[src/rtl/dc_remover_pkg.sv]
// dc_remover_pkg
//   Shared types and helpers for the DC remover.
//   - dc_state_t : acquisition state (FILL, SETTLE, LOCKED)
//   - sat_sub    : unsigned a - b, saturated to the signed range of a given width
package dc_remover_pkg;

  typedef enum logic [1:0] {FILL, SETTLE, LOCKED} dc_state_t;

  // Container width for sat_sub; callers must use widths below this.
  localparam int SAT_MAX_W = 32;

  // Returns clip(a - b) into [-2^(w-1), 2^(w-1)-1], sign-extended to SAT_MAX_W.
  // Callers truncate the result to w bits.
  function automatic logic signed [SAT_MAX_W-1:0] sat_sub(
    input logic [SAT_MAX_W-1:0] a,
    input logic [SAT_MAX_W-1:0] b,
    input int                   w
  );
    logic signed [SAT_MAX_W:0] diff;
    logic signed [SAT_MAX_W:0] hi;
    logic signed [SAT_MAX_W:0] lo;
    diff = $signed({1'b0, a}) - $signed({1'b0, b});
    hi   = ((SAT_MAX_W+1)'(1) <<< (w - 1)) - (SAT_MAX_W+1)'(1);
    lo   = -((SAT_MAX_W+1)'(1) <<< (w - 1));
    if (diff > hi) begin
      diff = hi;
    end else if (diff < lo) begin
      diff = lo;
    end
    return diff[SAT_MAX_W-1:0];
  endfunction

endpackage

[src/rtl/dc_remover_window_averager.sv]
// window_averager
//   Block-mean estimator over 2^AVG_SHIFT consecutive samples.
//   Ports:
//     adc_clk  in  sample clock
//     rst_n    in  asynchronous active-low reset (discards any partial window)
//     data_in  in  unsigned sample, accumulated every edge
//     mean     out truncated mean of the window; valid while win_done is high
//     win_done out high during the cycle whose edge consumes the last sample
module window_averager
  import dc_remover_pkg::*;
#(
  parameter int DATA_WIDTH = 12,
  parameter int AVG_SHIFT  = 10
) (
  input  logic                  adc_clk,
  input  logic                  rst_n,
  input  logic [DATA_WIDTH-1:0] data_in,
  output logic [DATA_WIDTH-1:0] mean,
  output logic                  win_done
);

  // 2^AVG_SHIFT samples of at most 2^DATA_WIDTH-1 each fit without overflow.
  localparam int ACC_W = DATA_WIDTH + AVG_SHIFT;

  logic [ACC_W-1:0]     acc_q;
  logic [ACC_W-1:0]     sum;
  logic [AVG_SHIFT-1:0] cnt_q;

  // The mean includes the sample being consumed on the window-end edge.
  assign sum      = acc_q + ACC_W'(data_in);
  assign win_done = &cnt_q;
  assign mean     = sum[ACC_W-1:AVG_SHIFT];

  always_ff @(posedge adc_clk or negedge rst_n) begin
    if (!rst_n) begin
      acc_q <= '0;
      cnt_q <= '0;
    end else begin
      acc_q <= win_done ? '0 : sum;
      cnt_q <= cnt_q + AVG_SHIFT'(1);
    end
  end

endmodule

[src/rtl/dc_remover.sv]
// dc_remover
//   Removes the DC offset from offset-binary ADC samples. The DC level is the
//   block mean over 2^AVG_SHIFT samples; it is subtracted from each sample with
//   saturation. dc_ready reports that consecutive window means agree.
//   Optional feature macro: DC_REMOVER_HYST_EN (estimate update dead-band of
//   HYST_LSB; without it the estimate follows every window mean).
//   Ports:
//     adc_clk   in  sample clock, one sample per rising edge
//     rst_n     in  asynchronous active-low reset
//     data_in   in  unsigned offset-binary sample
//     data_out  out signed, DC-removed, saturated sample (1-cycle latency)
//     dc_level  out current unsigned DC estimate
//     dc_ready  out estimate locked
module dc_remover
  import dc_remover_pkg::*;
#(
  parameter int DATA_WIDTH     = 12,
  parameter int AVG_SHIFT      = 10,
  parameter int SETTLE_WINDOWS = 3,
  parameter int MEAN_TOL       = 2,
  parameter int HYST_LSB       = 4
) (
  input  logic                         adc_clk,
  input  logic                         rst_n,
  input  logic [DATA_WIDTH-1:0]        data_in,
  output logic signed [DATA_WIDTH-1:0] data_out,
  output logic [DATA_WIDTH-1:0]        dc_level,
  output logic                         dc_ready
);

  localparam logic [DATA_WIDTH-1:0] MID_SCALE = {1'b1, {(DATA_WIDTH-1){1'b0}}};
  localparam int                    CNT_W     = $clog2(SETTLE_WINDOWS + 1);
  localparam logic [CNT_W-1:0]      SETTLE_LAST = CNT_W'(SETTLE_WINDOWS - 1);
  localparam logic [DATA_WIDTH:0]   TOL_U     = (DATA_WIDTH+1)'(MEAN_TOL);
  localparam logic [DATA_WIDTH:0]   HYST_U    = (DATA_WIDTH+1)'(HYST_LSB);
`ifdef DC_REMOVER_HYST_EN
  localparam bit HYST_OFF = 1'b0;
`else
  localparam bit HYST_OFF = 1'b1;
`endif

  logic [DATA_WIDTH-1:0]        mean;
  logic                         win_done;
  logic [DATA_WIDTH-1:0]        prev_mean;
  logic signed [DATA_WIDTH:0]   delta;
  logic signed [DATA_WIDTH:0]   lvl_diff;
  logic [DATA_WIDTH:0]          abs_delta;
  logic [DATA_WIDTH:0]          abs_lvl_diff;
  logic                         agree;
  logic                         level_upd;
  dc_state_t                    state_q;
  dc_state_t                    state_d;
  logic [CNT_W-1:0]             cnt_q;
  logic [CNT_W-1:0]             cnt_d;

  window_averager #(
    .DATA_WIDTH (DATA_WIDTH),
    .AVG_SHIFT  (AVG_SHIFT)
  ) u_avg (
    .adc_clk  (adc_clk),
    .rst_n    (rst_n),
    .data_in  (data_in),
    .mean     (mean),
    .win_done (win_done)
  );

  // Window-to-window change drives lock; change versus the current estimate
  // drives the optional dead-band. |x| of a DATA_WIDTH+1 difference of two
  // unsigned DATA_WIDTH values never overflows.
  assign delta        = $signed({1'b0, mean}) - $signed({1'b0, prev_mean});
  assign lvl_diff     = $signed({1'b0, mean}) - $signed({1'b0, dc_level});
  assign abs_delta    = delta[DATA_WIDTH] ? -delta : delta;
  assign abs_lvl_diff = lvl_diff[DATA_WIDTH] ? -lvl_diff : lvl_diff;
  assign agree        = (abs_delta <= TOL_U);
  assign level_upd    = (state_q == FILL) || HYST_OFF || (abs_lvl_diff > HYST_U);

  always_comb begin
    state_d = state_q;
    cnt_d   = cnt_q;
    if (win_done) begin
      case (state_q)
        FILL: begin
          state_d = SETTLE;
          cnt_d   = '0;
        end
        SETTLE: begin
          if (!agree) begin
            cnt_d = '0;
          end else if (cnt_q >= SETTLE_LAST) begin
            state_d = LOCKED;  // count holds: saturates instead of wrapping
          end else begin
            cnt_d = cnt_q + CNT_W'(1);
          end
        end
        LOCKED: begin
          if (!agree) begin
            state_d = SETTLE;
            cnt_d   = '0;
          end
        end
        default: begin
          state_d = FILL;
          cnt_d   = '0;
        end
      endcase
    end
  end

  // Stage p1: state, estimate and subtract/clip output registers.
  // The window-end edge still subtracts the old dc_level.
  always_ff @(posedge adc_clk or negedge rst_n) begin
    if (!rst_n) begin
      state_q   <= FILL;
      cnt_q     <= '0;
      dc_ready  <= 1'b0;
      dc_level  <= MID_SCALE;
      prev_mean <= MID_SCALE;
      data_out  <= '0;
    end else begin
      state_q  <= state_d;
      cnt_q    <= cnt_d;
      dc_ready <= (state_d == LOCKED);
      if (win_done) begin
        prev_mean <= mean;
        if (level_upd) begin
          dc_level <= mean;
        end
      end
      data_out <= DATA_WIDTH'(sat_sub(SAT_MAX_W'(data_in), SAT_MAX_W'(dc_level), DATA_WIDTH));
    end
  end

endmodule

[config.mk]
export PLATFORM = sky130hd
export DESIGN_NAME = dc_remover
export DESIGN_NICKNAME = d
export VERILOG_FILES = /design/src/rtl/dc_remover_pkg.sv /design/src/rtl/dc_remover_window_averager.sv /design/src/rtl/dc_remover.sv
export SDC_FILE = /design/constraint.sdc
export NUM_CORES = 1
export LEC_CHECK = 0
export CORE_MARGIN = 2
export CORE_UTILIZATION = 50
export CTS_CLUSTER_SIZE = 12
export DETAILED_ROUTE_END_ITERATION = 16
export PLACE_DENSITY_LB_ADDON = 0.1
export RECOVER_POWER = 100
export SLEW_MARGIN = 20
export SYNTH_ARGS = -nofsm -noshare
export SYNTH_HDL_FRONTEND = slang
export SYNTH_SLANG_ARGS = --single-unit
[constraint.sdc]
create_clock -name adc_clk -period 5.65 [get_ports adc_clk]
set_input_delay 1.13 -clock adc_clk [delete_from_list [all_inputs] [get_ports adc_clk]]
set_output_delay 1.13 -clock adc_clk [all_outputs]
set_load 0.005 [all_outputs]
==> flow_metrics.env, run 1 <==
export IMPL_hp_class="reg -> reg"
export IMPL_cts_sinks=61
export IMPL_ys_types=64
export IMPL_p_leak_uw=0.00302
export IMPL_die_w_microns=97.1
export IMPL_fin_crit_ns=5.83
export IMPL_rsz0062_at_grt="yes"
export IMPL_fill_cells=636
export IMPL_yosys_area_share_adder=0.124
export IMPL_placed_area_sq_um=5550
export IMPL_power_ir_vdd_worst_uv=252
export IMPL_avgSynthCellArea_sq_um=8.86
export IMPL_clockBufferDepth=2
export IMPL_totalWireLength_mm=11.0
export IMPL_synth_seq_cells=61
export IMPL_status="finished, violations left"
export IMPL_reg2reg_from="u_avg.acc_q[0]"
export IMPL_hold_ws_ns=0.478
export IMPL_synth_edf_count=0
export IMPL_slew_limit_headroom=-1.15
export IMPL_synth_compound_area_frac=0.210
export IMPL_wl_per_cell_microns=14.7
export IMPL_critPathArrivalTime_ns=6.07
export IMPL_critical_path_startpoint="data_in[0]"
export IMPL_gp_congestion=0.834
export IMPL_htreeDepth=3
export IMPL_yosys_area_share_simple=0.176
export IMPL_synth_top_area_share=0.347
export IMPL_initial_core_util=0.522
export IMPL_num_vias=3945
export IMPL_final_max_slew_viol_count=62
export IMPL_clk_pin_slew_ns=0.08
export IMPL_core_sq_um=8300
export IMPL_synth_top_family_by_area="compound AO/OA/AOI/OAI gates"
export IMPL_antenna_found_initial=0
export IMPL_finClkSkew_ns=0.00804
export IMPL_rows=33
export IMPL_final_nets=694
export IMPL_max_cap_violations=1
export IMPL_grt_pass1_wl_mm=19.3
export IMPL_power_density_nw_per_um2=472
export IMPL_hold_start="u_avg.cnt_q[8]"
export IMPL_viasPerCell=5.27
export IMPL_synthesis_area_sq_um=4330
export IMPL_final_cell_count_no_fill=749
export IMPL_synth_nets=544
export IMPL_synth_xor_area_frac=0.0873
export IMPL_layout_drive_gt1_share=0.290
export IMPL_dieArea_sq_um=9420
export IMPL_place_inst=717
export IMPL_max_freq_ghz=0.171
export IMPL_num_io_pins=39
export IMPL_num_antenna_cells=0
export IMPL_stdcell_area_sq_um=6080
export IMPL_design_power_total_uw=2870
export IMPL_async_flop_share=1.00
export IMPL_tritoncts="built"
export IMPL_endpoint_kind="flip-flop"
export IMPL_violations="max-capacitance violations, max-slew violations, negative setup slack"
export IMPL_path_class="in -> reg"
export IMPL_synth_mux_area_frac=0.00462
export IMPL_clk_latency_ns=0.34
export IMPL_seq_area_frac_synth=0.353
export IMPL_critPathRequiredTime_ns=5.89
export IMPL_gr_usage_all_layers=0.249
export IMPL_firstDrtPassIters=5
export IMPL_dp_hpwl_mm=8.23
export IMPL_drc_errors=0
export IMPL_synth_area_leader_cell="dfrtp_1"
export IMPL_synth_area_leaders="dfrtp_1, ha_1, nor2_1"
export IMPL_ant_nets=0
export IMPL_area_growth_pct=40.3
export IMPL_worst_slew_pin_slew_ns=3.22
export IMPL_syn_inst=489
export IMPL_ys_warnings_count=0
export IMPL_root_buffer="clkbuf_8"
export IMPL_grt_pass1_vias=4031
export IMPL_synth_main_ff_cell="dfrtp_1"
export IMPL_drtIter0Drc=144
export IMPL_synth_commonest_cells="dfrtp_1, nor2_1, nand2_1"
export IMPL_grt_max_degree=62
export IMPL_port_buffer_count=38
export IMPL_gr_total_overflow=0
export IMPL_worstSetupStartpointType="input port"
export IMPL_cts_buffers=9
export IMPL_critPathMaxFanout=5
export IMPL_setup_viol=5
export IMPL_finalHoldViolCount=0
export IMPL_die_y_microns=97.1
export IMPL_finish_utilization=0.732
export IMPL_finalCritPeriodShare=1.03
export IMPL_setup_ws_ns=-0.184
==> layer usage <==
layer | track usage | vias up | routed length, microns
li1 | - | 2007 | -
met1 | 0.329 | 1863 | 5100
met2 | 0.431 | 63 | 5450
met3 | 0.0460 | 12 | 324
met4 | 0.0498 | 0 | 118
met5 | 0 | - | 0
==> registers in the layout (all words and copies together), names as in the netlist <==
signal and flops:
u_avg.acc_q 22, data_out 12, prev_mean 12, u_avg.cnt_q 10
cnt_q 2, state_q 2, dc_ready 1
==> timing repair <==
action | CTS | global route
gates resized for setup | 34 | 10
setup endpoints to repair | 5 | 5
hold buffers | 0 | 0
buffers inserted | 12 | 4
pin swaps | 29 | 21
==> where the power goes <==
part | switching, uW | total [uW] | internal [uW]
clock | 190 | 454 | 264
combinational | 881 | 1860 | 976
sequential | 43.1 | 556 | 513
total | 1110 | 2870 | 1750
==> critical path, cell delays in order <==
cell       delay [ns]
buf_8            0.10
ha_4             0.16
fa_2             0.35
a21o_1           0.18
a21oi_2          0.15
o21bai_1         0.10
a21oi_2          0.15
o21bai_1         0.12
a21oi_2          0.17
nor2b_4          0.18
xor2_2           0.20
ha_2             0.22
inv_2            0.04
fa_2             0.38
a211oi_4         0.31
o21bai_2         0.11
a221oi_2         0.33
o211ai_1         0.25
a2111oi_4        0.35
mux2i_2          0.31
a31oi_4          0.13
nor4_4           0.14
buf_4            0.18
a211oi_2         0.07
a211o_1          0.26
==> kinds of logic (layout without fill, tap and decap cells) <==
kind of cell | count (synthesis) | in the layout
fa+ha+maj | 41 | 41
flops | 61 | 61
compound gates | 134 | 134
mux | 2 | 2
simple gates | 161 | 161
xor+xnor | 41 | 41
buf+inv | 49 | 204
==> worst paths after layout <==
path	slack (ns)	cells past startpoint	to
max in group asynchronous	1.89	2	u_avg.acc_q[3]
worst max-delay path	-0.18	25	state_q[0]
worst min-delay path	0.48	1	u_avg.cnt_q[8]
min in group asynchronous	1.96	2	u_avg.cnt_q[1]
worst min register to register	0.48	1	u_avg.cnt_q[8]
worst max register to register	0.29	24	state_q[0]
==> per-stage QoR <==
stage	setup TNS, ns	setup slack [ns]
after global placement	-4.23	-0.916
final	-0.585	-0.184
after CTS	-0.556	-0.172
after floorplan	-0.379	-0.258
after detailed placement	-4.94	-1.07
after global routing	-2.16	-0.487
==> cell usage in the layout (no fill, tap or decap), types with 3 or more instances in the layout <==
cell	count
buf_4	111
a21oi_1	26
nand4_1	5
o211ai_1	4
nand2_1	41
o22ai_1	3
o21ai_1	19
ha_1	31
o21a_1	5
nand2b_1	3
o21bai_1	3
nor2_1	60
inv_1	35
dfrtp_1	60
xnor2_1	18
clkdlybuf4s50_1	34
and3_1	6
nor3_1	7
clkbuf_8	10
xor2_1	20
o21ai_0	18
ha_4	5
a21oi_2	12
nand3_1	13
and2_1	3
a21o_1	10
o41ai_1	3
nor2b_1	4
a211oi_2	3
==> layout make-up <==
class | count | area (sq um) | area share
Inverter | 37 | 139 | 0.0229
Clock inverter | 6 | 93.8 | 0.0154
Multi-Input combinational cell | 379 | 2820 | 0.465
Tap cell | 105 | 131 | 0.0216
Timing Repair Buffer | 151 | 1220 | 0.201
Clock buffer | 10 | 138 | 0.0227
Sequential cell | 61 | 1530 | 0.251
No activity file was read; power rests on OpenSTA's default activity.
==> run 2, diff against run 1 <==
--- a/config.mk
+++ b/config.mk
@@ -11,7 +11,6 @@
 export DETAILED_ROUTE_END_ITERATION = 16
 export PLACE_DENSITY_LB_ADDON = 0.1
 export RECOVER_POWER = 100
-export SLEW_MARGIN = 20
 export SYNTH_ARGS = -nofsm -noshare
 export SYNTH_HDL_FRONTEND = slang
 export SYNTH_SLANG_ARGS = --single-unit
==> constraint.sdc (replaced) <==
create_clock -name adc_clk -period 6.2 [get_ports adc_clk]
set_input_delay 1.24 -clock adc_clk [delete_from_list [all_inputs] [get_ports adc_clk]]
set_output_delay 1.24 -clock adc_clk [all_outputs]
set_load 0.005 [all_outputs]
==> run 2 against run 1 <==
  * The run ends with max-capacitance violations, max-slew violations left
  * Clock power down 31%
  * Final cell count decreased by 3.2%
  * Setup slack better by 0.41 ns
  * Register-to-register slack improved by 0.50 ns
  * Die area stayed put
  * Clock skew hardly changed
  * Utilization shrank 3.9 points
  * Power shrank 17%
  * Global-route usage is 1.5 points lower
  * First-iteration DRC count increased by 2.8%
  * Routed wire length decreased by 2.2%
==> flow_metrics.env, run 2 (synthesized netlist as in run 1, its figures left out) <==
export IMPL_violations="max-capacitance violations, max-slew violations"
export IMPL_gp_congestion=0.818
export IMPL_clockBufferDepth=2
export IMPL_finClkSkew_ns=0.00763
export IMPL_path_class="in -> reg"
export IMPL_finalCritPeriodShare=0.964
export IMPL_placed_area_sq_um=5360
export IMPL_clk_latency_ns=0.35
export IMPL_tritoncts="built"
export IMPL_num_antenna_cells=0
export IMPL_critPathMaxFanout=4
export IMPL_layout_drive_gt1_share=0.244
export IMPL_r2r_slack_ns=0.79
export IMPL_fin_crit_ns=5.98
export IMPL_die_y_microns=97.1
export IMPL_final_nets=670
export IMPL_port_buffer_count=38
export IMPL_final_common_cell="buf_4"
export IMPL_power_ir_vdd_worst_uv=238
export IMPL_mostFrequentLayoutCells="buf_4, nor2_1, dfrtp_1"
export IMPL_totalWireLength_mm=10.7
export IMPL_fill_cells=673
export IMPL_drtIter0Drc=148
export IMPL_root_buffer="clkbuf_8"
export IMPL_grt_pass1_vias=3918
export IMPL_finalHoldViolCount=0
export IMPL_setup_viol=0
export IMPL_stdcell_area_sq_um=5750
export IMPL_hold_ws_ns=0.476
export IMPL_viasPerCell=5.37
export IMPL_place_inst=697
export IMPL_status="finished, violations left"
export IMPL_rows=33
export IMPL_grt_pass1_wl_mm=18.1
export IMPL_initial_core_util=0.522
export IMPL_gr_usage_all_layers=0.235
export IMPL_area_growth_pct=32.9
export IMPL_max_cap_violations=1
export IMPL_htreeDepth=3
export IMPL_cts_buffers=9
export IMPL_r2r_end="state_q[0]"
export IMPL_max_freq_ghz=0.167
export IMPL_gr_total_overflow=0
export IMPL_num_vias=3894
export IMPL_hold_start="u_avg.cnt_q[8]"
export IMPL_top_register="u_avg.acc_q"
export IMPL_p_leak_uw=0.00288
export IMPL_critPathArrivalTime_ns=6.22
export IMPL_cts_sinks=61
export IMPL_antenna_found_initial=0
export IMPL_num_io_pins=39
export IMPL_ant_nets=0
export IMPL_endpoint_kind="flip-flop"
export IMPL_grt_max_degree=62
export IMPL_critPathRequiredTime_ns=6.44
export IMPL_hp_class="reg -> reg"
export IMPL_min_to="u_avg.cnt_q[8]"
export IMPL_die_w_microns=97.1
export IMPL_worst_slew_pin_slew_ns=3.23
export IMPL_min_path_cells=1
export IMPL_core_sq_um=8300
export IMPL_power_density_nw_per_um2=415
export IMPL_design_power_total_uw=2390
export IMPL_largestRegisters="u_avg.acc_q: 22 flops, data_out: 12 flops, prev_mean: 12 flops"
export IMPL_cts_hold_buf=0
export IMPL_largest_reg_flops=22
export IMPL_drc_errors=0
export IMPL_reg2reg_from="u_avg.acc_q[0]"
export IMPL_slew_limit_headroom=-1.15
export IMPL_clk_pin_slew_ns=0.07
export IMPL_worstSetupStartpointType="input port"
export IMPL_finish_utilization=0.693
export IMPL_r2r_worst_path_cells=25
export IMPL_final_cell_count_no_fill=725
export IMPL_dieArea_sq_um=9420
export IMPL_final_max_slew_viol_count=62
export IMPL_firstDrtPassIters=4
export IMPL_dp_hpwl_mm=8.19
export IMPL_wl_per_cell_microns=14.8
[run 2: changes by cell type in the layout (fill, tap and decap cells not counted), moves of 2 or more]
cell	change
buf_4	-23
ha_4	-2
clkinv_2	+3
a21oi_1	+5
bufinv_16	-2
a21oi_2	-6
ha_1	+2
[run 2: cell type report]
| type | instances | area (sq um) | share of cell area |
|---|---|---|---|
| Clock inverter | 6 | 38.8 | 0.00674 |
| Timing Repair Buffer | 127 | 1030 | 0.180 |
| Inverter | 37 | 139 | 0.0241 |
| Sequential cell | 61 | 1530 | 0.266 |
| Multi-Input combinational cell | 379 | 2750 | 0.479 |
| Tap cell | 105 | 131 | 0.0228 |
| Clock buffer | 10 | 128 | 0.0222 |
[run 2: per-layer routing]
metal  vias to the layer above  wire length (microns)  global-route usage
met3                        10                    358              0.0388
met5                         -                      0                   0
met2                        67                   5150               0.387
li1                       1960                      -                   -
met1                      1857                   5120               0.314
met4                         0                    117              0.0813
[run 2: metrics by stage]
step / setup WS (ns) / setup TNS (ns)
after floorplan: 0.0571 / 0
after global placement: -0.548 / -2.42
after detailed placement: -0.868 / -3.94
after CTS: -0.000392 / -0.000392
after global routing: -0.0260 / -0.0470
final: 0.225 / 0
[run 2: worst max path at each step]
| stage | from | endpoint | cells past startpoint |
|---|---|---|---|
| final | data_in[0] | state_q[0] | 26 |
| after global routing | data_in[0] | state_q[0] | 26 |
| after CTS | data_in[0] | state_q[0] | 24 |
| after detailed placement | data_in[0] | state_q[0] | 24 |
| after global placement | data_in[0] | state_q[0] | 24 |
| after floorplan | data_in[0] | state_q[0] | 23 |
[run 2: timing repair]
action | 4_1_cts | 5_1_grt
resized for setup | 20 | 18
pin swaps | 23 | 10
endpoints found under the setup margin | 5 | 5
buffers inserted | 6 | 6
[run 2: worst max-delay path, stage by stage]
cell and delay [ns]:
buf_6 0.10, ha_4 0.16, fa_2 0.35, a21o_1 0.18, a21oi_2 0.18, o21bai_1 0.13, a21oi_2 0.15, o21bai_1 0.10
a21oi_2 0.18, nor2b_4 0.18, xor2_2 0.16, ha_2 0.21, inv_2 0.04, fa_2 0.38, a211oi_4 0.30, buf_4 0.17
nor4b_1 0.05, a311oi_2 0.25, buf_4 0.17, o211ai_2 0.11, or3_1 0.35, a21oi_2 0.15, o211ai_2 0.12, nor4_4 0.40
a211oi_2 0.11, a211o_1 0.27
[run 2: report_power, final]
part | switching, uW | total (uW) | internal [uW]
logic | 764 | 1560 | 797
clock network | 168 | 312 | 144
registers | 44.6 | 512 | 468
